[src/rtl/u_swap_seq.sv]
// rtl/u_swap_seq.sv - u-flag pulse sequencer and final-u capture for the modular-division loop
// Drives u_flag_rst/u_flag_set, mirrors the flag, and returns the final u over valid/ready.
module u_swap_seq #(
   parameter int WIDTH    = 32,
   parameter int MAX_ITER = 64,
   parameter int CNT_W    = 7
) (
   input  logic             clk,
   input  logic             rst_n,
   input  logic             start,
   input  logic             step_req,
   input  logic             finish,
   input  logic [WIDTH-1:0] regu_q,
   input  logic [WIDTH-1:0] regt_q,
   output logic             u_flag_rst,
   output logic             u_flag_set,
   output logic             u_flag_m,
   output logic [WIDTH-1:0] u_cur,
   output logic             busy,
   output logic [CNT_W-1:0] iter_cnt,
   output logic [WIDTH-1:0] result,
   output logic             result_valid,
   input  logic             result_ready,
   output logic             err
);

   typedef enum logic [1:0] {
      IDLE = 2'd0,
      INIT = 2'd1,
      RUN  = 2'd2,
      OUT  = 2'd3
   } state_t;

   localparam logic [CNT_W-1:0] ITER_LIMIT = CNT_W'(MAX_ITER);

   state_t state;

   assign u_cur = u_flag_m ? regu_q : regt_q;

   always_ff @(posedge clk or negedge rst_n) begin
      if (!rst_n) begin
         state        <= IDLE;
         u_flag_rst   <= 1'b0;
         u_flag_set   <= 1'b0;
         u_flag_m     <= 1'b1;
         busy         <= 1'b0;
         iter_cnt     <= '0;
         result       <= '0;
         result_valid <= 1'b0;
         err          <= 1'b0;
      end else begin
         u_flag_rst <= 1'b0;
         u_flag_set <= 1'b0;
         // The flag register toggles on the edge that sees our set pulse; follow it there.
         if (u_flag_set) begin
            u_flag_m <= ~u_flag_m;
         end
         case (state)
            IDLE: begin
               if (start) begin
                  state      <= INIT;
                  iter_cnt   <= '0;
                  err        <= 1'b0;
                  busy       <= 1'b1;
                  u_flag_rst <= 1'b1;
               end
            end
            INIT: begin
               u_flag_m <= 1'b1;
               state    <= RUN;
            end
            RUN: begin
               if (finish) begin
                  result       <= u_cur;
                  result_valid <= 1'b1;
                  state        <= OUT;
               end else if (step_req) begin
                  if (iter_cnt < ITER_LIMIT) begin
                     u_flag_set <= 1'b1;
                     iter_cnt   <= iter_cnt + CNT_W'(1);
                  end else begin
                     err          <= 1'b1;
                     result       <= '0;
                     result_valid <= 1'b1;
                     state        <= OUT;
                  end
               end
            end
            OUT: begin
               if (result_ready) begin
                  result_valid <= 1'b0;
                  busy         <= 1'b0;
                  state        <= IDLE;
               end
            end
            default: state <= IDLE;
         endcase
      end
   end

endmodule

[config.mk]
export PLATFORM = sky130hd
export DESIGN_NAME = u_swap_seq
export DESIGN_NICKNAME = d
export VERILOG_FILES = /design/src/rtl/u_swap_seq.sv
export SDC_FILE = /design/constraint.sdc
export NUM_CORES = 1
export LEC_CHECK = 0
export CAP_MARGIN = 20
export CORE_ASPECT_RATIO = 1.4
export CORE_UTILIZATION = 40
export CTS_BUF_LIST = sky130_fd_sc_hd__clkbuf_16
export DETAILED_ROUTE_END_ITERATION = 7
export PLACE_DENSITY = 0.82
export SYNTH_ARGS = -nofsm -noshare
export SYNTH_HDL_FRONTEND = slang
export SYNTH_SLANG_ARGS = --single-unit
[constraint.sdc]
create_clock -name clk -period 5.24 [get_ports clk]
set_input_delay 0.524 -clock clk [delete_from_list [all_inputs] [get_ports clk]]
set_output_delay 0.524 -clock clk [all_outputs]
set_load 0.02 [all_outputs]
==> metrics.md, run 1 <==
| Metric | Value |
|---|---|
| Crit end category | `output pin` |
| Number of remaining DRC errors | `0` |
| Slew Limit Fails | `0` |
| Hold buffer count at CTS | `0` |
| Initial DRC count | `121` |
| CP Launch Type | `register` |
| Leakage | `approximately 1.7 nW` |
| Slew HR | `45.1%` |
| DP HPWL | `5190 µm` |
| Synth Instances | `198` |
| Ys flop type | `dfrtp_1` |
| First-pass GRT wire length | `10,400 µm` |
| Clock sinks | `47` |
| Syn_area_per_cell | `12.1 µm²` |
| Setup CP Type | `register to output pin` |
| Num rows | `33` |
| Outcome | `finished, final reports clean` |
| CTS buffer count | `5` |
| RSZ-0062 raised after global routing | `false` |
| Fmax | `350 MHz` |
| EDFF count, synth | `0` |
| Core Footprint | `0.00582 mm²` |
| Routability Congestion | `0.779` |
| Synth cell types | `31` |
| Max_cap viols | `0` |
| Async SR Flop Fraction | `100%` |
| Tcrit/Tclk final | `about 55%` |
| Core Util, Final | `69.6%` |
| Slew at the pin closest to its max-slew limit | `0.824 ns` |
| Area grow syn2layout | `68.8%` |
| Top-level port count | `147` |
| Hold Crit Class | `input pin to async pin` |
| DRT Wirelength | `7070 µm` |
| Cell Chain, Critical Path | `mux2_1, clkdlybuf4s50_1` |
| GR Util All Layers | `21.7%` |
| Post-CTS Setup Inserts | `0` |
| Clk slew on worst S/H paths | `around 0.06 ns` |
| DR pass1 iterations | `4` |
| Crit path max-delay cell type | `dfstp_2` |
| H-tree level count | `2` |
| Largest net degree at the start of global routing | `48` |
| Clk_lat worst skew | `0.28 ns` |
| Starting Density | `41.2%` |
| Final hold vios | `0` |
| Clock Tree Buf Depth | `2` |
| Total vias in the final route | `2,234` |
| Post-cts sizing count | `0` |
| Final min period | `~2.9 ns` |
| Number of nets in the layout | `around 420` |
| Die W | `67.5 µm` |
| Critical path buffers and inverters | `1` |
| Setup-failing EPs final | `0` |
| Register bit total from synthesis | `47` |
| Port Buffer Count | `146` |
| Initial antenna violation count | `0` |
| Vias/cell | `approximately 5.4` |
| CTS tree | `yes` |
| CP Data Required Time | `4.72 ns` |
| Crit path DAT | `2.33 ns` |
| Final ANT Viol Nets | `0` |
| Clock skew | `0.00641 ns` |
| Post-Syn Nets | `275` |
| CP peak stage delay | `1.07 ns` |
| Hold slack | `between 0.07 and 0.08 ns` |
| Congestion Overflow GR | `0` |
| Fillers | `464` |
| Sequential-to-total area share from yosys stat | `49.0%` |
| Setup TNS | `0 ns` |
| Clock root buffer | `clkbuf_16` |
| VDD IR max | `roughly 0.00034 V` |
| Max FO, Critical Path | `34` |
| Share of layout cells above drive strength 1 | `4.12%` |
| Antenna Diode Count | `0` |
| Ys Warns | `0` |
| Crit path max-delay family | `flip-flops` |
| PwrDens | `541 mW/mm²` |
| Die H | `93.7 µm` |
| Total Die Area | `0.00632 mm²` |
| Number of global-route vias before repair | `2,157` |
| Mapped Area | `approximately 0.0024 mm²` |
| Wire per inst | `17.2 µm` |
flip-flops by register name, indices dropped and copies added, names as in the netlist:
register / flops
u_flag_m: 1
result: 32
u_flag_set: 1
state: 2
result_valid: 1
busy: 1
u_flag_rst: 1
err: 1
iter_cnt: 7
cells in the final DEF, fill, tap and decap left out, types with 5 or more instances in the layout:
cell type,count
a21oi_1,6
a32o_1,33
clkbuf_16,5
clkdlybuf4s50_1,145
dfrtp_1,46
ha_1,7
inv_1,8
mux2_1,33
nand2_1,7
nand2b_1,5
nand3_1,5
nor2_1,5
o21ai_0,6
Yosys cell counts (3+ instances only):
cell	number	area, µm²
mux2_1	33	372
a32o_1	33	330
ha_1	7	87.6
nand4_1	3	18.8
o31ai_1	3	22.5
buf_2	5	25.0
clkbuf_1	9	33.8
inv_1	5	18.8
o21ai_0	6	30.0
nand2b_1	5	31.3
nand3_1	5	25.0
dfrtp_1	46	1150
o21ai_1	3	15.0
nand2_1	7	26.3
and2_1	3	18.8
a21oi_1	6	30.0
nor2_1	5	18.8
final cells by class:
cell class,count,area [µm²],share of cell area [%]
clock inverter,3,11.3,0.278
tap,70,87.6,2.16
multi-input combinational,130,1130,28.0
sequential,47,1180,29.0
inverter,5,18.8,0.463
timing repair buffer,150,1500,37.0
clock buffer,5,125,3.09
per-stage QoR:
step	std cells	cell area [µm²]	total power [mW]	worst slack, ns
4_1_cts	409	4030	2.21	2.34
6_report	410	4050	2.19	2.38
5_1_grt	410	4050	2.32	2.28
3_5_place_dp	401	3900	1.92	2.65
2_1_floorplan	198	2400	1.34	3.25
3_3_place_gp	401	3900	1.89	2.67
where the power goes:
group          switching [mW]  total, mW  internal (mW)
registers               0.129      0.646          0.517
logic                   0.623       1.26          0.634
clock network           0.120      0.291          0.171
total                   0.872       2.19           1.32
cells by family (layout without fill, tap and decap cells):
| kind of cell | count (synthesis) | count (layout) | synth area share [%] |
|---|---|---|---|
| multiplexers | 35 | 35 | 16.4 |
| flip-flops | 47 | 47 | 49.0 |
| buffers and inverters | 21 | 163 | 3.86 |
| AO/OA/AOI/OAI | 54 | 54 | 19.4 |
| adder cells (fa/ha/maj) | 7 | 7 | 3.65 |
| AND/OR/NAND/NOR | 33 | 33 | 7.30 |
| XOR/XNOR | 1 | 1 | 0.365 |
worst paths after layout:
path / start / endpoint / slack (ns) / depth (start not counted)
max: u_flag_m / u_cur[26] / 2.38 / 2
min: rst_n / result[25] / 0.07 / 1
max reg2reg: state[0] / iter_cnt[5] / 2.87 / 6
min reg2reg: result[23] / result[23] / 0.49 / 1
max in group asynchronous: rst_n / u_flag_m / 4.66 / 2
min in group clk: result[23] / result[23] / 0.49 / 1
worst reg2reg max path: cells and delay by family, from the launching register on:
family	cells	cell delay, ns
AO/OA/AOI/OAI	1	0.15
adder cells (fa/ha/maj)	1	0.54
buffers and inverters	1	0.16
flip-flops	1	0.39
AND/OR/NAND/NOR	3	1.07
per-layer routing:
| layer | up-vias | track usage [%] | wire length [µm] |
|---|---|---|---|
| li1 | 1044 | - | - |
| met1 | 1089 | 24.5 | 2660 |
| met2 | 96 | 39.8 | 3760 |
| met3 | 5 | 5.22 | 594 |
| met4 | 0 | 4.79 | 56 |
| met5 | - | 0 | 0 |
Note: power is estimated with default switching activity, not from simulation.
==> inputs of run 2 (changes only) <==
CORE_UTILIZATION = 37   (was 40)
PLACE_DENSITY = 0.76   (was 0.82)
clock period = 2.7 ns   (was 5.24 ns; I/O delays follow)
==> run 2 against run 1 <==
  * Wire length is 2.3% lower
  * Critical path type unchanged
  * Die area is 7.9% higher
  * Worst hold slack better by 0.28 ns
  * Largest power group unchanged
  * Largest cell class unchanged
  * Clock power is 130% higher
  * Non-clock buffer count is 5 higher
  * Combinational power is 100% higher
  * Global-route usage is 0.62 points lower
  * Total power is 100% higher
  * Via count is 2.5% higher
  * Sequential share of layout area is 0.58 points lower
  * Utilization is 3.5 points lower
==> metrics.md, run 2 (synthesis results as in run 1) <==
| Metric | Value |
|---|---|
| Outcome | `finished, final reports clean` |
| Biggest regs | `result (32), iter_cnt (7), state (2)` |
| DRT Wirelength | `6910 µm (-2.3%)` |
| Share of layout cells above drive strength 1 | `5.80% (+1.7 points)` |
| VDD IR max | `0.000695 V (+110%)` |
| Slew HR | `51.0% (+5.9 points)` |
| Post-CTS Setup Inserts | `0 (unchanged)` |
| Clock sinks | `47 (unchanged)` |
| Wire per inst | `16.6 µm (-3.9%)` |
| DP HPWL | `5350 µm (+3.2%)` |
| Hold slack | `0.358 ns (+0.284 ns)` |
| Vias/cell | `5.49 (+0.79%)` |
| Number of global-route vias before repair | `2,316 (+7.4%)` |
| GR Util All Layers | `21.1% (-0.62 points)` |
| Hold Crit Class | `input pin to async pin` |
| Clk_lat worst skew | `0.28 ns (about the same)` |
| Number of remaining DRC errors | `0 (unchanged)` |
| CP Data Required Time | `2.43 ns (-2.29 ns)` |
| Starting Density | `38.4% (-2.8 points)` |
| CTS tree | `yes` |
| Top-level port count | `147 (unchanged)` |
| Crit end category | `output pin` |
| Slew at the pin closest to its max-slew limit | `0.736 ns (-0.0885 ns)` |
| Slew Limit Fails | `0 (unchanged)` |
| Core Footprint | `0.00625 mm² (+7.4%)` |
| Largest net degree at the start of global routing | `48 (unchanged)` |
| Antenna Diode Count | `0 (unchanged)` |
| CTS buffer count | `5 (unchanged)` |
| Leakage | `1.70 nW (+2.0%)` |
| Max FO, Critical Path | `34 (unchanged)` |
| Port Buffer Count | `146 (unchanged)` |
| Most common cell after layout, fill and taps aside | `clkdlybuf4s50_1` |
| Largest register FFs | `32 (unchanged)` |
| PwrDens | `1070 mW/mm² (+97%)` |
| Fmax | `441 MHz` |
| Design Power | `4.41 mW (+100%)` |
| Routability Congestion | `0.830 (+6.5%)` |
| Clock skew | `0.00515 ns (-0.00125 ns)` |
| Final ANT Viol Nets | `0 (unchanged)` |
| Die H | `97.3 µm (+3.9%)` |
| H-tree level count | `2 (unchanged)` |
| RSZ-0062 raised after global routing | `false` |
| Total vias in the final route | `2,290 (+2.5%)` |
| Number of nets in the layout | `421 (+1.2%)` |
| Initial DRC count | `100 (-17%)` |
| Total Die Area | `0.00682 mm² (+7.9%)` |
| Congestion Overflow GR | `0 (unchanged)` |
| Final hold vios | `0 (unchanged)` |
| Clock root buffer | `clkbuf_16` |
| First-pass GRT wire length | `11,600 µm (+12%)` |
| Most flops, register | `result` |
| Max_cap viols | `0 (unchanged)` |
| Die W | `70.1 µm (+3.9%)` |
| Tcrit/Tclk final | `between 80% and 90%` |
| Num rows | `34 (+3.0%)` |
| Setup CP Type | `register to output pin` |
| R2r worst-path depth | `7 (+1)` |
| Crit path DAT | `2.00 ns (-0.33 ns)` |
| Most frequent cells in the layout | `clkdlybuf4s50_1, dfrtp_1, mux2_1, a32o_1` |
| Clock Tree Buf Depth | `2 (unchanged)` |
| Area grow syn2layout | `72.3%` |
| Initial antenna violation count | `0 (unchanged)` |
| Setup-failing EPs final | `0 (unchanged)` |
| CP Launch Type | `register` |
| Final min period | `around 2.3 ns` |
| Setup TNS | `0 ns (unchanged)` |
| Clk slew on worst S/H paths | `0.06 ns (about the same)` |
| DR pass1 iterations | `4 (unchanged)` |
-- run 2: stage by stage --
step	instances	utilization [%]	cell area [µm²]	worst slack [ns]
after floorplan	198	-	2400	0.827
after global placement	407	63.0	3940	0.668
after detailed placement	407	63.0	3940	0.601
after CTS	415	65.7	4110	0.407
after global routing	417	66.1	4140	0.374
final	417	66.1	4140	0.430
-- run 2: area by class of cell --
| cell class | instances | area [µm²] |
|---|---|---|
| clock buffers | 5 | 125 |
| clock inverters | 3 | 38.8 |
| fillers | 532 | 2120 |
| inverters | 5 | 18.8 |
| multi-input cells | 130 | 1130 |
| flip-flops and latches | 47 | 1180 |
| well taps | 72 | 90.1 |
| repair buffers | 155 | 1550 |
-- run 2: repair_timing --
action                                 in CTS  in global routing
resized for setup                           0                  0
endpoints found under the hold margin       0                  5
hold buffers                                0                  1
-- run 2: routing by layer --
metal / up-vias / share of wire, % / global-route usage, %
met1: 1148 / 38 / 23.7
met3: 8 / 5.6 / 4.25
met5: - / 0 / 0
met4: 0 / 1.6 / 6.15
met2: 78 / 55 / 39.5
li1: 1056 / - / -
-- run 2: path summary, 6_finish.rpt --
check                      startpoint          end  slack [ns]
max in group asynchronous       rst_n     u_flag_m        1.83
hold reg to reg            result[21]   result[21]        0.49
setup reg to reg             state[0]  iter_cnt[5]        0.71
hold / removal                  rst_n  iter_cnt[2]        0.36
min in group clk           result[21]   result[21]        0.49
setup / recovery             u_flag_m    u_cur[26]        0.43
-- run 2: critical path, stage by stage, from the launching register on --
cell and delay [ns]:
dfstp_2 0.54, buf_12 0.21, mux2_1 0.39, clkdlybuf4s50_1 0.57
-- run 2: power breakdown --
group | internal (mW) | switching (mW) | total [mW]
combinational | 1.27 | 1.30 | 2.57
clock | 0.432 | 0.242 | 0.674
sequential | 1.00 | 0.166 | 1.17
==> inputs of run 3 (changes only) <==
clock period = 2.2 ns   (was 2.7 ns; I/O delays follow)
==> run 3 against run 2 <==
  * Wire length rose by 5.1%
  * Design area is 0.61% lower
  * Register-to-register slack got worse by 0.37 ns
  * Clock power is 8.0% higher
  * Total power increased by 20%
  * Via count is 1.0% lower
  * Worst setup slack got worse by 0.39 ns
  * Sequential cell count stayed put
  * Largest power group unchanged
==> metrics.md, run 3 (synthesis results as in run 1) <==
| Metric | Value |
|---|---|
| Final hold vios | `0 (unchanged)` |
| Pre-CTS WS | `0.256 ns (-0.346 ns)` |
| Port Buffer Count | `146 (unchanged)` |
| Slew at the pin closest to its max-slew limit | `0.759 ns (+0.0234 ns)` |
| H-tree level count | `2 (unchanged)` |
| Most flops, register | `result` |
| Hold buffer count at CTS | `0 (unchanged)` |
| Final min period | `approximately 2.2 ns` |
| Most frequent cells in the layout | `clkdlybuf4s50_1, dfrtp_1, mux2_1, a32o_1, dlygate4sd2_1` |
| PwrDens | `1290 mW/mm² (+20%)` |
| NetSw | `2.12 mW (+24%)` |
| Leakage | `1.76 nW (+3.9%)` |
| Vias/cell | `5.42 (-1.3%)` |
| CTS buffer count | `5 (unchanged)` |
| Crit end category | `output pin` |
| Clock skew | `0.00393 ns (-0.00122 ns)` |
| Die H | `97.3 µm (unchanged)` |
| Slew Limit Fails | `0 (unchanged)` |
| Placed insts | `410 (+0.74%)` |
| CP Data Required Time | `1.98 ns (-0.45 ns)` |
| Num rows | `34 (unchanged)` |
| Top-level port count | `147 (unchanged)` |
| Fmax | `462 MHz` |
| Internal Pwr Total | `3.16 mW (+17%)` |
| Hold Crit Class | `input pin to async pin` |
| Most common cell after layout, fill and taps aside | `clkdlybuf4s50_1` |
| First-pass GRT wire length | `11,800 µm (+2.0%)` |
| Sw Ratio | `40.2% (+1.5 points)` |
| Largest net degree at the start of global routing | `36 (-25%)` |
| Routability Congestion | `0.824 (-0.75%)` |
| DRT Wirelength | `7260 µm (+5.1%)` |
| Max FO, Critical Path | `20 (-41%)` |
| VDD IR max | `0.000636 V (-8.4%)` |
| Number of global-route vias before repair | `2,312 (-0.17%)` |
| Fillers | `521 (-2.1%)` |
| Final non-filler cell total | `418 (+0.24%)` |
| Register share of total power | `27.4% (+1.0 points)` |
| DP HPWL | `5590 µm (+4.5%)` |
| Slew HR | `49.4% (-1.6 points)` |
| Crit path from | `u_flag_m` |
| Design Power | `5.28 mW (+20%)` |
| Final ANT Viol Nets | `0 (unchanged)` |
| Clock sinks | `47 (unchanged)` |
| R2R Path Start | `state[0]` |
| Clk_lat worst skew | `0.28 ns (about the same)` |
| Die W | `70.1 µm (unchanged)` |
| Area grow syn2layout | `71.2%` |
| Initial DRC count | `61 (-39%)` |
| Clock Power Share | `13.8% (-1.5 points)` |
| Outcome | `finished, final reports clean` |
| Wire per inst | `17.4 µm (+4.8%)` |
| Total vias in the final route | `2,266 (-1.0%)` |
| Clock root buffer | `clkbuf_16` |
| Share of layout cells above drive strength 1 | `6.65% (+0.85 points)` |
| Clock Tree Buf Depth | `2 (unchanged)` |
| Post-CTS Setup Inserts | `0 (unchanged)` |
| Congestion Overflow GR | `0 (unchanged)` |
| Total Die Area | `0.00682 mm² (unchanged)` |
| DR pass1 iterations | `5 (+1)` |
| Gate power share | `58.9% (+0.6 points)` |
| Hold slack | `0.00422 ns (-0.354 ns)` |
| Initial antenna violation count | `0 (unchanged)` |
| Number of remaining DRC errors | `0 (unchanged)` |
| Setup TNS | `0 ns (unchanged)` |
| CP Launch Type | `register` |
| Max_cap viols | `0 (unchanged)` |
| Setup CP Type | `register to output pin` |
| Core Footprint | `0.00625 mm² (unchanged)` |
| Biggest regs | `result (32), iter_cnt (7), state (2)` |
| Clk slew on worst S/H paths | `0.06 ns (about the same)` |
| Largest register FFs | `32 (unchanged)` |
| CTS tree | `yes` |
| Tcrit/Tclk final | `a little under 100%` |
| Starting Density | `38.4% (unchanged)` |
| Number of nets in the layout | `422 (+0.24%)` |
| Setup-failing EPs final | `0 (unchanged)` |
| Crit path DAT | `1.94 ns (-0.06 ns)` |
| RSZ-0062 raised after global routing | `false` |
| Setup WS post-layout | `0.0374 ns (-0.393 ns)` |
| GR Util All Layers | `22.1% (+0.94 points)` |
| Antenna Diode Count | `0 (unchanged)` |
-- run 3: cell count changes in the layout (fill, tap and decap cells not counted) --
cell,previous run,this run
buf_12,2,1
buf_4,6,9
bufinv_16,1,0
clkdlybuf4s50_1,145,125
clkinv_1,1,0
clkinvlp_4,0,2
dlygate4sd2_1,0,13
dlygate4sd3_1,1,0
dlymetal6s2s_1,0,7
-- run 3: area by class of cell --
| class | count | area [µm²] | share of cell area [%] |
|---|---|---|---|
| clock buffers | 5 | 125 | 3.04 |
| clock inverters | 3 | 20.0 | 0.487 |
| inverters | 5 | 18.8 | 0.456 |
| multi-input cells | 130 | 1130 | 27.6 |
| flip-flops and latches | 47 | 1180 | 28.6 |
| well taps | 72 | 90.1 | 2.19 |
| repair buffers | 156 | 1550 | 37.6 |
-- run 3: final timing paths --
path | endpoint | slack, ns | cells after the start
min in group clk | result[7] | 0.49 | 1
worst min-delay path | iter_cnt[2] | 0.004 | 1
max in group asynchronous | result[24] | 1.57 | 2
worst max-delay path | u_cur[5] | 0.04 | 3
worst min register to register | result[7] | 0.49 | 1
worst max register to register | iter_cnt[5] | 0.34 | 6
-- run 3: power groups by stage --
stage                     clock [mW]  combinational [mW]  sequential [mW]
final                          0.728                3.11             1.45
after global routing           0.775                3.33             1.49
after CTS                      0.750                3.15             1.45
after detailed placement           0                3.19             1.46
after global placement             0                3.14             1.44
after floorplan                    0                1.34             1.85
-- run 3: per-layer routing --
metal	global-route usage [%]	vias up	wire length [µm]
met5	0	-	0
met2	38.9	92	3840
met3	3.32	11	404
met4	8.46	0	162
met1	26.7	1115	2850
li1	-	1048	-
-- run 3: repair_timing --
action	4_1_cts	5_1_grt
gates resized for setup	13	7
endpoints found under the setup margin	13	7
endpoints found under the hold margin	0	0
-- run 3: metrics by stage --
| stage | utilization, % | instance area (µm²) |
|---|---|---|
| 2_1_floorplan | - | 2400 |
| 3_3_place_gp | 63.4 | 3970 |
| 3_5_place_dp | 63.4 | 3970 |
| 4_1_cts | 65.5 | 4090 |
| 5_1_grt | 65.7 | 4110 |
| 6_report | 65.7 | 4110 |
-- run 3: critical path: stages (launching register included) --
cell and delay, ns:
dfstp_2 0.55, buf_12 0.17, mux2_1 0.37, clkdlybuf4s50_1 0.55
